File: src/rtl/axi_store_wr_pkg.sv
// Shared constants, FSM state encoding and response decoding for the LSU store write master.
package axi_store_wr_pkg;

  localparam int DATA_W = 64;
  localparam int STRB_W = DATA_W / 8;

  localparam logic [1:0] AXI_BURST_INCR = 2'b01;
  localparam logic [2:0] AXI_SIZE_8B    = 3'b011;
  localparam logic [7:0] AXI_LEN_SINGLE = 8'd0;

  localparam logic [1:0] AXI_RESP_OKAY   = 2'b00;
  localparam logic [1:0] AXI_RESP_EXOKAY = 2'b01;
  localparam logic [1:0] AXI_RESP_SLVERR = 2'b10;
  localparam logic [1:0] AXI_RESP_DECERR = 2'b11;

  typedef enum logic [1:0] {
    ST_IDLE   = 2'b00,
    ST_SEND   = 2'b01,
    ST_WAIT_B = 2'b10
  } axi_store_wr_state_e;

  // SLVERR and DECERR are errors to the memory stage; both OKAY flavours retire cleanly.
  function automatic logic resp_is_err(input logic [1:0] resp);
    logic err;
    err = 1'b0;
    case (resp)
      AXI_RESP_OKAY, AXI_RESP_EXOKAY:  err = 1'b0;
      AXI_RESP_SLVERR, AXI_RESP_DECERR: err = 1'b1;
      default:                          err = 1'b0;
    endcase
    return err;
  endfunction

endpackage

File: src/rtl/axi_store_wr_if.sv
// AXI4 write-only bus (AW, W, B) between the store write master and the memory fabric.
interface axi_store_wr_if
  import axi_store_wr_pkg::*;
#(
  parameter int ADDR_W = 32,
  parameter int ID_W   = 4
) ();

  logic              awvalid;
  logic              awready;
  logic [ADDR_W-1:0] awaddr;
  logic [ID_W-1:0]   awid;
  logic [7:0]        awlen;
  logic [2:0]        awsize;
  logic [1:0]        awburst;

  logic              wvalid;
  logic              wready;
  logic [DATA_W-1:0] wdata;
  logic [STRB_W-1:0] wstrb;
  logic              wlast;

  logic              bvalid;
  logic              bready;
  logic [1:0]        bresp;

  modport master (
    output awvalid, awaddr, awid, awlen, awsize, awburst,
    input  awready,
    output wvalid, wdata, wstrb, wlast,
    input  wready,
    input  bvalid, bresp,
    output bready
  );

  modport slave (
    input  awvalid, awaddr, awid, awlen, awsize, awburst,
    output awready,
    input  wvalid, wdata, wstrb, wlast,
    output wready,
    output bvalid, bresp,
    input  bready
  );

endinterface

File: src/rtl/axi_store_wr_mask2strb.sv
// Collapses a lane-shifted bit mask into AXI byte strobes; each mask byte is all-1 or all-0.
module axi_store_wr_mask2strb
  import axi_store_wr_pkg::*;
(
  input  logic [DATA_W-1:0] mask,
  output logic [STRB_W-1:0] strb
);

  // Only the low bit of each byte is sampled; the rest are redundant copies.
  for (genvar i = 0; i < STRB_W; i++) begin : g_lane
    assign strb[i] = mask[8*i];
  end

  logic unused_mask_bits;
  assign unused_mask_bits = ^mask;

endmodule

File: src/rtl/axi_store_wr.sv
// LSU store write master: one single-beat AXI4 write per accepted store, one store in flight.
module axi_store_wr
  import axi_store_wr_pkg::*;
#(
  parameter int              ADDR_W = 32,
  parameter int              ID_W   = 4,
  parameter logic [ID_W-1:0] AXI_ID = '0
) (
  input  logic               clk,
  input  logic               rst,
  input  logic               req_valid,
  output logic               req_ready,
  input  logic [63:0]        req_addr,
  input  logic [DATA_W-1:0]  req_data,
  input  logic [DATA_W-1:0]  req_mask,
  output logic               done,
  output logic               done_err,
  output logic               busy,
  axi_store_wr_if.master     m_axi
);

  axi_store_wr_state_e state_q, state_d;
  logic                aw_pend_q, aw_pend_d;
  logic                w_pend_q, w_pend_d;
  logic [ADDR_W-1:3]   addr_q, addr_d;
  logic [DATA_W-1:0]   data_q, data_d;
  logic [STRB_W-1:0]   strb_q, strb_d;
  logic                done_q, done_d;
  logic                err_q, err_d;
  logic [STRB_W-1:0]   req_strb;

  axi_store_wr_mask2strb u_mask2strb (
    .mask (req_mask),
    .strb (req_strb)
  );

  // Address bits above the bus width and below the 8-byte beat are dropped.
  logic unused_addr_bits;
  assign unused_addr_bits = ^{req_addr[63:ADDR_W], req_addr[2:0]};

  always_comb begin
    state_d   = state_q;
    aw_pend_d = aw_pend_q;
    w_pend_d  = w_pend_q;
    addr_d    = addr_q;
    data_d    = data_q;
    strb_d    = strb_q;
    done_d    = 1'b0;
    err_d     = 1'b0;

    unique case (state_q)
      ST_IDLE: begin
        if (req_valid) begin
          addr_d    = req_addr[ADDR_W-1:3];
          data_d    = req_data;
          strb_d    = req_strb;
          aw_pend_d = 1'b1;
          w_pend_d  = 1'b1;
          state_d   = ST_SEND;
        end
      end
      ST_SEND: begin
        // Handshakes landing this cycle count, so both channels may close together.
        if (m_axi.awready) aw_pend_d = 1'b0;
        if (m_axi.wready)  w_pend_d  = 1'b0;
        if (!aw_pend_d && !w_pend_d) state_d = ST_WAIT_B;
      end
      ST_WAIT_B: begin
        if (m_axi.bvalid) begin
          done_d  = 1'b1;
          err_d   = resp_is_err(m_axi.bresp);
          state_d = ST_IDLE;
        end
      end
      default: state_d = ST_IDLE;
    endcase
  end

  always_ff @(posedge clk) begin
    if (rst) begin
      state_q   <= ST_IDLE;
      aw_pend_q <= 1'b0;
      w_pend_q  <= 1'b0;
      addr_q    <= '0;
      data_q    <= '0;
      strb_q    <= '0;
      done_q    <= 1'b0;
      err_q     <= 1'b0;
    end else begin
      state_q   <= state_d;
      aw_pend_q <= aw_pend_d;
      w_pend_q  <= w_pend_d;
      addr_q    <= addr_d;
      data_q    <= data_d;
      strb_q    <= strb_d;
      done_q    <= done_d;
      err_q     <= err_d;
    end
  end

  assign req_ready = (state_q == ST_IDLE);
  assign busy      = (state_q != ST_IDLE);
  assign done      = done_q;
  assign done_err  = err_q;

  // Valids come straight from the pending flags, so they cannot glitch or drop early.
  assign m_axi.awvalid = aw_pend_q;
  assign m_axi.awaddr  = {addr_q, 3'b000};
  assign m_axi.awid    = AXI_ID;
  assign m_axi.awlen   = AXI_LEN_SINGLE;
  assign m_axi.awsize  = AXI_SIZE_8B;
  assign m_axi.awburst = AXI_BURST_INCR;

  assign m_axi.wvalid  = w_pend_q;
  assign m_axi.wdata   = data_q;
  assign m_axi.wstrb   = strb_q;
  assign m_axi.wlast   = 1'b1;

  assign m_axi.bready  = (state_q == ST_WAIT_B);

endmodule

File: src/flat_wrapper.sv
// flat-port wrapper written by rule: the top's interface ports become plain ports
module axi_store_wr_flat import axi_store_wr_pkg::*;
#(
  parameter int              ADDR_W = 32,
  parameter int              ID_W   = 4,
  parameter logic [ID_W-1:0] AXI_ID = '0
)
  (clk, rst, req_valid, req_ready, req_addr, req_data, req_mask, done, done_err, busy, m_axi_awvalid, m_axi_awaddr, m_axi_awid, m_axi_awlen, m_axi_awsize, m_axi_awburst, m_axi_awready, m_axi_wvalid, m_axi_wdata, m_axi_wstrb, m_axi_wlast, m_axi_wready, m_axi_bvalid, m_axi_bresp, m_axi_bready);
  axi_store_wr_if #(.ADDR_W(ADDR_W), .ID_W(ID_W)) m_axi_i ();
  input  logic clk;
  input  logic rst;
  input  logic req_valid;
  output logic req_ready;
  input  logic [63:0] req_addr;
  input  logic [DATA_W-1:0] req_data;
  input  logic [DATA_W-1:0] req_mask;
  output logic done;
  output logic done_err;
  output logic busy;
  output wire logic [$bits(m_axi_i.awvalid)-1:0] m_axi_awvalid;
  output wire logic [$bits(m_axi_i.awaddr)-1:0] m_axi_awaddr;
  output wire logic [$bits(m_axi_i.awid)-1:0] m_axi_awid;
  output wire logic [$bits(m_axi_i.awlen)-1:0] m_axi_awlen;
  output wire logic [$bits(m_axi_i.awsize)-1:0] m_axi_awsize;
  output wire logic [$bits(m_axi_i.awburst)-1:0] m_axi_awburst;
  input wire logic [$bits(m_axi_i.awready)-1:0] m_axi_awready;
  output wire logic [$bits(m_axi_i.wvalid)-1:0] m_axi_wvalid;
  output wire logic [$bits(m_axi_i.wdata)-1:0] m_axi_wdata;
  output wire logic [$bits(m_axi_i.wstrb)-1:0] m_axi_wstrb;
  output wire logic [$bits(m_axi_i.wlast)-1:0] m_axi_wlast;
  input wire logic [$bits(m_axi_i.wready)-1:0] m_axi_wready;
  input wire logic [$bits(m_axi_i.bvalid)-1:0] m_axi_bvalid;
  input wire logic [$bits(m_axi_i.bresp)-1:0] m_axi_bresp;
  output wire logic [$bits(m_axi_i.bready)-1:0] m_axi_bready;
  assign m_axi_awvalid = m_axi_i.awvalid;
  assign m_axi_awaddr = m_axi_i.awaddr;
  assign m_axi_awid = m_axi_i.awid;
  assign m_axi_awlen = m_axi_i.awlen;
  assign m_axi_awsize = m_axi_i.awsize;
  assign m_axi_awburst = m_axi_i.awburst;
  assign m_axi_i.awready = m_axi_awready;
  assign m_axi_wvalid = m_axi_i.wvalid;
  assign m_axi_wdata = m_axi_i.wdata;
  assign m_axi_wstrb = m_axi_i.wstrb;
  assign m_axi_wlast = m_axi_i.wlast;
  assign m_axi_i.wready = m_axi_wready;
  assign m_axi_i.bvalid = m_axi_bvalid;
  assign m_axi_i.bresp = m_axi_bresp;
  assign m_axi_bready = m_axi_i.bready;
  axi_store_wr #(.ADDR_W(ADDR_W), .ID_W(ID_W), .AXI_ID(AXI_ID)) u_core (.clk(clk), .rst(rst), .req_valid(req_valid), .req_ready(req_ready), .req_addr(req_addr), .req_data(req_data), .req_mask(req_mask), .done(done), .done_err(done_err), .busy(busy), .m_axi(m_axi_i));
endmodule
File: config.mk
export PLATFORM = sky130hd
export DESIGN_NAME = axi_store_wr_flat
export DESIGN_NICKNAME = d
export VERILOG_FILES = /design/src/rtl/axi_store_wr_pkg.sv /design/src/rtl/axi_store_wr_if.sv /design/src/rtl/axi_store_wr_mask2strb.sv /design/src/rtl/axi_store_wr.sv /design/src/flat_wrapper.sv
export SDC_FILE = /design/constraint.sdc
export NUM_CORES = 1
export LEC_CHECK = 0
export ABC_AREA = 1
export ABC_CLOCK_PERIOD_IN_PS = 2520
export BUFFER_PORTS_ARGS = -buffer_cell sky130_fd_sc_hd__buf_2
export CAP_MARGIN = 20
export CORE_AREA = 2 2 126 128
export CTS_BUF_LIST = sky130_fd_sc_hd__clkbuf_4
export DETAILED_ROUTE_END_ITERATION = 12
export DIE_AREA = 0 0 128 130
export SLEW_MARGIN = 5
export SYNTH_ARGS = -nofsm -noshare
export SYNTH_HDL_FRONTEND = slang
export SYNTH_SLANG_ARGS = --single-unit
File: constraint.sdc
create_clock -name clk -period 2.52 [get_ports clk]
set_clock_uncertainty 0.05 [all_clocks]
set_input_delay 0.378 -clock clk [delete_from_list [all_inputs] [get_ports clk]]
set_output_delay 0.378 -clock clk [all_outputs]
set_load 0.01 [all_outputs]
# Yosys cells after proc, flatten, opt, wreduce, memory -nomap -nowiden
# Cells that the tools add are included.
totals:
  regBits: 107
  in_bits: 200
op_classes:
  eq_ne: 8
  muxes: 13
  bitwise_logic: 2
  reduce_logical: 14
ops:
  columns: ["operator", "count"]
  rows:
  - ["$eq 2x2->1 const B", 3]
  - ["$mux 1", 6]
  - ["$mux 2", 3]
  - ["$pmux 1 s2", 3]
  - ["$pmux 2 s3", 1]
  - ["$reduce_or 2->1", 3]
  - ["$eq 2x1->1 const B", 2]
  - ["$logic_not 2->1", 2]
  - ["$ne 2x2->1 const B", 2]
  - ["$reduce_and 2->1", 2]
  - ["$reduce_bool 2->1", 2]
  - ["$reduce_and 3->1", 1]
  - ["$reduce_or 3->1", 1]
  - ["$logic_not 1->1", 2]
  - ["$ne 2x1->1 const B", 1]
  - ["$not 1->1", 2]
  - ["$logic_and 1x1->1", 1]

# Longest topological paths before layout
# Gate-level depths: netlist (run 1).
depth:
  depth_word: 6
  mapped_depth: 8
  ltp_nobuf: 6

# Hierarchy
# A second synthesis (run 1) with hierarchy kept.
hier_totals:
  cells_unflattened: 504
  area_unflattened_um2: 4097.7
modules_own_cells:
  columns: ["mod", "n_inst", "cells_each", "area_per_inst_um2", "seq_area_each_um2"]
  rows:
  - ["axi_store_wr", 1, 496, 4037.6, 2142.1]
  - ["axi_store_wr_mask2strb", 1, 8, 60.1, 0.0]

# Worst setup path after synthesis (run 1)
# No wires, ideal clock.
synth_timing:
  kind: "input-to-reg"
  from: "in rst"
  to: "reg u_core.addr_q[18] (netlist bit)"
  setup_ps: 143
  arrival_ps: 1159
  required_ps: 2327
  slack_ps: 1168
  cell_stages: 4
  path_cell_list: "buf_2 buf_2 clkbuf_1 a21oi_2"
synth_lines:
  columns: ["item", "line_no", "rtl"]
  rows:
  - ["start, declared", "flat_wrapper.sv:11", "input logic rst;"]
  - ["end signal, assigned", "axi_store_wr.sv:93", "addr_q <= addr_d;"]
  - ["end, declared", "axi_store_wr.sv:25", "logic [ADDR_W-1:3] addr_q, addr_d;"]
# No word-level cell between the ends.

# Worst setup path after layout (run 1)
layout_timing:
  from: "reg u_core.state_q[0]"
  to: "out m_axi_bready"
layout_via:
  elab_chain_len: 1
layout_rtl:
  columns: ["item", "line_no", "rtl"]
  rows:
  - ["start, declared", "axi_store_wr.sv:22", "axi_store_wr_state_e state_q, state_d;"]
  - ["start signal, assigned", "axi_store_wr.sv:90", "state_q <= state_d;"]
  - ["$eq 2x2->1", "axi_store_wr.sv:119", "assign m_axi.bready = (state_q == ST_WAIT_B);"]
  - ["end, declared", "flat_wrapper.sv:34", "output wire logic [$bits(m_axi_i.bready)-1:0] m_axi_bready;"]
# No other way between the ends.

==> summary.txt, run 1 <==
Die
  • I/O Pins: 329
  • Core ar.: 15400 um2
  • Initial core utilization: 0.260
  • Standard-cell rows: 46
  • DIE WIDTH: 128 um
  • Die height: 130 um
  • Die area: 16600 um2

GRT
  • Initial antenna violation count: 1
  • Global routing usage on met3: 0.0385
  • Largest net degree at the start of global routing: 103
  • M1 GR Usage: 0.151
  • Met2 usage: 0.184
  • Total Routing Usage GR: 0.122
  • Top Usage Layer GRT: met2
  • First-pass GRT wire length: 15.8 mm
  • Number of global-route vias before repair: 3178
  • Gr ovfl total: 0

Power
  • Sequential share of power: 0.577
  • Leakage power: 2.51 nW
  • Gate power share: 0.188
  • Net switching fraction of the power: 0.306
  • Pwr Density: 620 nW/um2
  • NetSw: 989 uW
  • Clock network fraction of total power: 0.235
  • Pint: 2.24 mW
  • Pwr Total: 3.23 mW
  • VDD IR-drop max: 256 uV

Yosys
  • Sequential cell area fraction in the yosys report: 0.533
  • Avg Cell Area, Syn: 8.10 um2
  • Post-Syn Instances: 496
  • Most area-hungry cell type in the Yosys netlist: dfxtp_1
  • Mapped Area: 4020 um2
  • #FFs+latches synth: 107
  • Top post-synthesis cells by area: dfxtp_1 (53%), nand2_1 (19%), a21oi_1 (12%)
  • Cell variety after synth: 23
  • Area share of the largest cell type after synthesis: 0.533
  • Synth Warn #: 0

Routing
  • WL final: 10.7 mm
  • Drt drc: 0
  • 1st-pass router iterations: 4
  • DR vias: 3731
  • Wire length per cell: 12.0 um
  • Vias per inst: 4.20
  • Initial DRC Count: 194
  • Antenna Violating Nets Remaining: 0

STA
  • Min Clock Period, post-route: 1.65 ns
  • Final hold vios: 0
  • FMAX: 0.606 GHz
  • Fin crit share: 0.655
  • Setup TNS: 0 ns
  • Max-slew violations: 0
  • Unrepaired setup endpoints after global routing: no
  • Final setup vio count: 0

Worst hold path
  • Hold Path Cell Cnt: 3
  • Hold WC Path Type: input pin to register

CTS
  • Clock latency on the worst-skew pair: 0.47 ns
  • H-tree depth: 3
  • Clock tree buffer depth: 2
  • Root Buffer: clkbuf_4
  • Cts bufs inserted: 9
  • CTS clk-pin slew, worst paths: 0.16 ns
  • Setup repair bufs after CTS: 0
  • CTS tree: built
  • CTS sink cnt: 107
  • Post_cts resized: 0

Setup path
  • Reg2reg path depth: 7
  • Worst Setup EP: m_axi_bready
  • WS Path Type: register to output port
  • Critical path required time: 2.09 ns
  • Crit. End Element: output port
  • Critical Path Start Type: register
  • Crit-path max FO: 3
  • Worst R2R Setup Slack: 1.06 ns
  • CP startpoint: u_core.state_q[0]
  • Reg2reg start: u_core.state_q[1]
  • Capture point of the worst reg-to-reg path: u_core.m_axi.wstrb[5]
  • CP Data Arrival Time: 1.22 ns

Placed design
  • Port buffer count: 215
  • GPL Wtd Cong: 0.717
  • Area after DPL: 5090 um2
  • Post-DP HPWL: 7.11 mm

Cells and area
  • Final Core Density: 0.337
  • Fin nets: 892
  • Fin area: 5200 um2
  • Register area: 2140 um2
  • Share of layout cells above drive strength 1: 0.368
  • Multi-input gate area: 1520 um2
  • Area Growth Syn to Fin: 29.6%
  • FILL cells: 1662

Flow run
  • Max-Cap Viols: 0

Run status
  • Status: finished, final reports clean
flip-flops by register name, summed over array words and instances, names as in the netlist:
register	flops
u_core.m_axi.awvalid	1
u_core.state_q	2
u_core.done_err	1
u_core.m_axi.wstrb	8
u_core.addr_q	29
u_core.m_axi.wvalid	1
u_core.done	1
u_core.m_axi.wdata	64
stage by stage:
step	hold WS, ns	instances	worst slack [ns]
floorplan	0.433	515	1.17
global placement	0.395	872	0.985
detailed placement	0.399	872	0.948
CTS	0.0152	888	0.794
global route	0.0123	889	0.746
finish	0.0769	889	0.869
cells by family after synthesis:
family	Yosys count	share of synthesized area
other	2	0.00187
flip-flops	107	0.533
AO/OA/AOI/OAI	107	0.143
buffers and inverters	65	0.107
AND/OR/NAND/NOR	215	0.215
power groups by stage:
stage / Sequential (mW) / Combinational (mW) / Clock, mW
after global placement: 1.90 / 0.614 / 0
after detailed placement: 1.90 / 0.614 / 0
after floorplan: 1.96 / 0.340 / 0
after global routing: 1.88 / 0.680 / 0.873
final: 1.86 / 0.607 / 0.759
after CTS: 1.86 / 0.617 / 0.822
synthesized netlist by cell type (all sizes together):
| master | instances |
|---|---|
| o21ai | 2 |
| a21oi | 105 |
| nand2 | 208 |
| dfxtp | 107 |
| nand4 | 1 |
| nand3 | 1 |
| buf | 45 |
| and2 | 1 |
| conb | 2 |
| nor2 | 3 |
| nor3 | 1 |
| inv | 10 |
| clkbuf | 10 |
placed cells by master (no fill, tap or decap), types with 2 or more instances in the layout:
cell type / Yosys / routed
buf_2: 6 / 214
nand2_1: 198 / 198
dfxtp_1: 107 / 107
a21oi_1: 95 / 95
conb_1: 2 / 21
nand2_2: 10 / 10
a21oi_2: 10 / 10
clkbuf_4: 0 / 9
inv_1: 8 / 8
clkinv_1: 0 / 3
clkinvlp_4: 0 / 3
buf_4: 30 / 3
buf_12: 0 / 3
o21ai_0: 2 / 2
layer usage:
metal,vias to the layer above,part of all wire
li1,1923,-
met1,1644,0.44
met2,143,0.46
met3,21,0.070
met4,0,0.028
met5,-,0
how the worst min path moves through the flow:
| stage | startpoint | to |
|---|---|---|
| floorplan | u_core.addr_q[10] | u_core.addr_q[10] |
| global placement | u_core.m_axi.wdata[39] | u_core.m_axi.wdata[39] |
| detailed placement | u_core.addr_q[5] | u_core.addr_q[5] |
| CTS | req_data[48] | u_core.m_axi.wdata[48] |
| global route | req_data[47] | u_core.m_axi.wdata[47] |
| finish | req_addr[5] | u_core.addr_q[5] |
cell type report:
class,count,area share
clock inverter,6,0.00649
multi-input combinational,343,0.291
sequential,107,0.412
tap,192,0.0462
clock buffer,9,0.0130
inverter,10,0.00769
timing repair buffer,221,0.224
antenna,1,0.000481
critical path: stages (launching register included):
cell and delay (ns):
dfxtp_1 0.40, inv_1 0.08, nand2_1 0.10, inv_1 0.04, buf_2 0.13
repair_timing:
action / CTS / global route
setup endpoints to repair: 0 / 0
hold buffers: 1 / 0
hold endpoints to repair: 1 / 0
No activity file was read; power rests on OpenSTA's default activity.
==> run 2, diff against run 1 <==
--- a/config.mk
+++ b/config.mk
@@ -6,7 +6,7 @@
 export NUM_CORES = 1
 export LEC_CHECK = 0
 export ABC_AREA = 1
-export ABC_CLOCK_PERIOD_IN_PS = 2520
+export ABC_CLOCK_PERIOD_IN_PS = 1500
 export BUFFER_PORTS_ARGS = -buffer_cell sky130_fd_sc_hd__buf_2
 export CAP_MARGIN = 20
 export CORE_AREA = 2 2 126 128
==> constraint.sdc (replaced) <==
create_clock -name clk -period 1.5 [get_ports clk]
set_clock_uncertainty 0.05 [all_clocks]
set_input_delay 0.225 -clock clk [delete_from_list [all_inputs] [get_ports clk]]
set_output_delay 0.225 -clock clk [all_outputs]
set_load 0.01 [all_outputs]
==> run 2 against run 1 <==
Routed wire length up 16%. First-iteration DRC count decreased by 1.0%. Sequential share of layout area shrank 7.2 points. Clock power grew 67%. Flip-flop and latch count stayed put. Setup slack worse by 0.81 ns. Sequential power up 68%. Combinational power rose by 110%. Register-to-register slack got worse by 0.93 ns. Utilization rose by 7.2 points. Critical path depth decreased by 1. Cell count rose by 12%. Critical path type unchanged.
==> summary.txt, run 2 (synthesis gave the netlist of run 1 again) <==
Worst hold path
  • Hold Startpoint: rst
  • Hold WC Path Type: input pin to register

Die
  • Die height: 130 um
  • DIE WIDTH: 128 um
  • Standard-cell rows: 46
  • Die area: 16600 um2
  • I/O Pins: 329
  • Initial core utilization: 0.260
  • Core ar.: 15400 um2

Routing
  • Drt drc: 0
  • Initial DRC Count: 192
  • Vias per inst: 4.19
  • Antenna Violating Nets Remaining: 0
  • DR vias: 4173
  • 1st-pass router iterations: 4
  • WL final: 12.4 mm
  • Wire length per cell: 12.5 um

STA
  • Min Clock Period, post-route: 1.45 ns
  • Final WS setup: 0.0540 ns
  • Fin crit share: 0.964
  • Final hold vios: 0
  • Unrepaired setup endpoints after global routing: yes
  • Setup TNS: 0 ns
  • Max-slew violations: 0
  • FMAX: 0.692 GHz
  • Final setup vio count: 0

CTS
  • H-tree depth: 3
  • Clock tree buffer depth: 2
  • Cts bufs inserted: 9
  • Setup repair bufs after CTS: 0
  • CTS tree: built
  • CTS clk-pin slew, worst paths: 0.15 ns
  • CTS sink cnt: 107
  • Root Buffer: clkbuf_4
  • Clock latency on the worst-skew pair: 0.45 ns

Power
  • VDD IR-drop max: 372 uV
  • Net switching fraction of the power: 0.293
  • Clock network fraction of total power: 0.223
  • Pint: 4.02 mW
  • Sequential share of power: 0.550
  • Leakage power: 2.99 nW
  • NetSw: 1.67 mW
  • Pwr Total: 5.69 mW
  • Pwr Density: 901 nW/um2
  • Gate power share: 0.227

Setup path
  • Critical Path, Cell by Cell: nor2_4, inv_4, buf_6
  • Critical path required time: 1.22 ns
  • Kind of cell adding the most delay to the critical path: flip-flops
  • Max stage delay cell, worst path: dfxtp_4
  • Critical Path Start Type: register
  • WS Path Type: register to output port
  • Critical path buffers and inverters: 2
  • CP Data Arrival Time: 1.17 ns
  • Crit-path max FO: 4
  • CP startpoint: u_core.state_q[1]
  • Reg2reg start: u_core.state_q[1]
  • CP max stage delay: 0.39 ns
  • Crit. End Element: output port

Cells and area
  • Flip-flop count of the largest register after layout: 64
  • Share of layout cells above drive strength 1: 0.328
  • FILL cells: 1522
  • Most common cell after layout, fill and taps aside: buf_2
  • Most frequent cells in the layout: buf_2 (213), nand2_1 (197), dlygate4sd3_1 (105), dfxtp_1 (105), a21oi_1 (95)
  • Area Growth Syn to Fin: 57.2%
  • Fin nets: 1000

Placed design
  • Pre-CTS setup slack: 0.0388 ns
  • Port buffer count: 215
  • GPL Wtd Cong: 0.740
  • Post-DP HPWL: 7.41 mm

Run status
  • Status: finished, final reports clean

Flow run
  • Max-Cap Viols: 0

GRT
  • Initial antenna violation count: 1
  • Largest net degree at the start of global routing: 51
  • Gr ovfl total: 0
  • Total Routing Usage GR: 0.141
  • First-pass GRT wire length: 18.6 mm
  • Number of global-route vias before repair: 3826
run 2: metal layers:
| layer | part of all wire | track usage | routed length, um | up-vias |
|---|---|---|---|---|
| li1 | - | - | - | 2132 |
| met1 | 0.42 | 0.165 | 5240 | 1845 |
| met2 | 0.49 | 0.235 | 6070 | 166 |
| met3 | 0.062 | 0.0402 | 765 | 30 |
| met4 | 0.027 | 0.0737 | 337 | 0 |
| met5 | 0 | 0 | 0 | - |
run 2: worst paths after layout:
| check | to | slack, ns | depth (start not counted) |
|---|---|---|---|
| worst max-delay path | busy | 0.05 | 3 |
| worst min-delay path | u_core.m_axi.wdata[57] | 0.07 | 2 |
| worst max register to register | u_core.m_axi.wdata[33] | 0.13 | 6 |
| worst min register to register | u_core.addr_q[13] | 0.42 | 2 |
run 2: layout make-up:
cell class              instances  area (um2)  share of cell area
clock buffers                  12        90.1              0.0143
diodes                          1        2.50            0.000396
clock inverters                 1        3.75            0.000594
multi-input cells             343        1520               0.240
flip-flops and latches        107        2150               0.340
repair buffers                329        2270               0.360
well taps                     192         240              0.0380
inverters                      10        40.0             0.00634
run 2: what timing repair did:
action / 4_1_cts / 5_1_grt
resized for setup: 6 / 2
hold buffers: 105 / 0
endpoints found under the setup margin: 3 / 34
pin swaps: 1 / 0
endpoints found under the hold margin: 106 / 0
run 2: per-stage QoR:
step           utilization  instance area [um2]  hold WS (ns)  cells
2_1_floorplan            -                 4090         0.302    515
3_3_place_gp         0.334                 5150         0.382    876
3_5_place_dp         0.334                 5150         0.386    876
4_1_cts              0.409                 6300        0.0265    994
5_1_grt              0.409                 6310        0.0481    995
6_report             0.409                 6310        0.0749    995
run 2: power by group through the flow:
stage,logic [mW],registers (mW),clock network [mW]
after floorplan,0.571,3.29,0
after CTS,1.28,3.13,1.36
after global routing,1.42,3.16,1.45
final,1.29,3.13,1.27
after detailed placement,1.06,3.19,0
after global placement,1.06,3.19,0
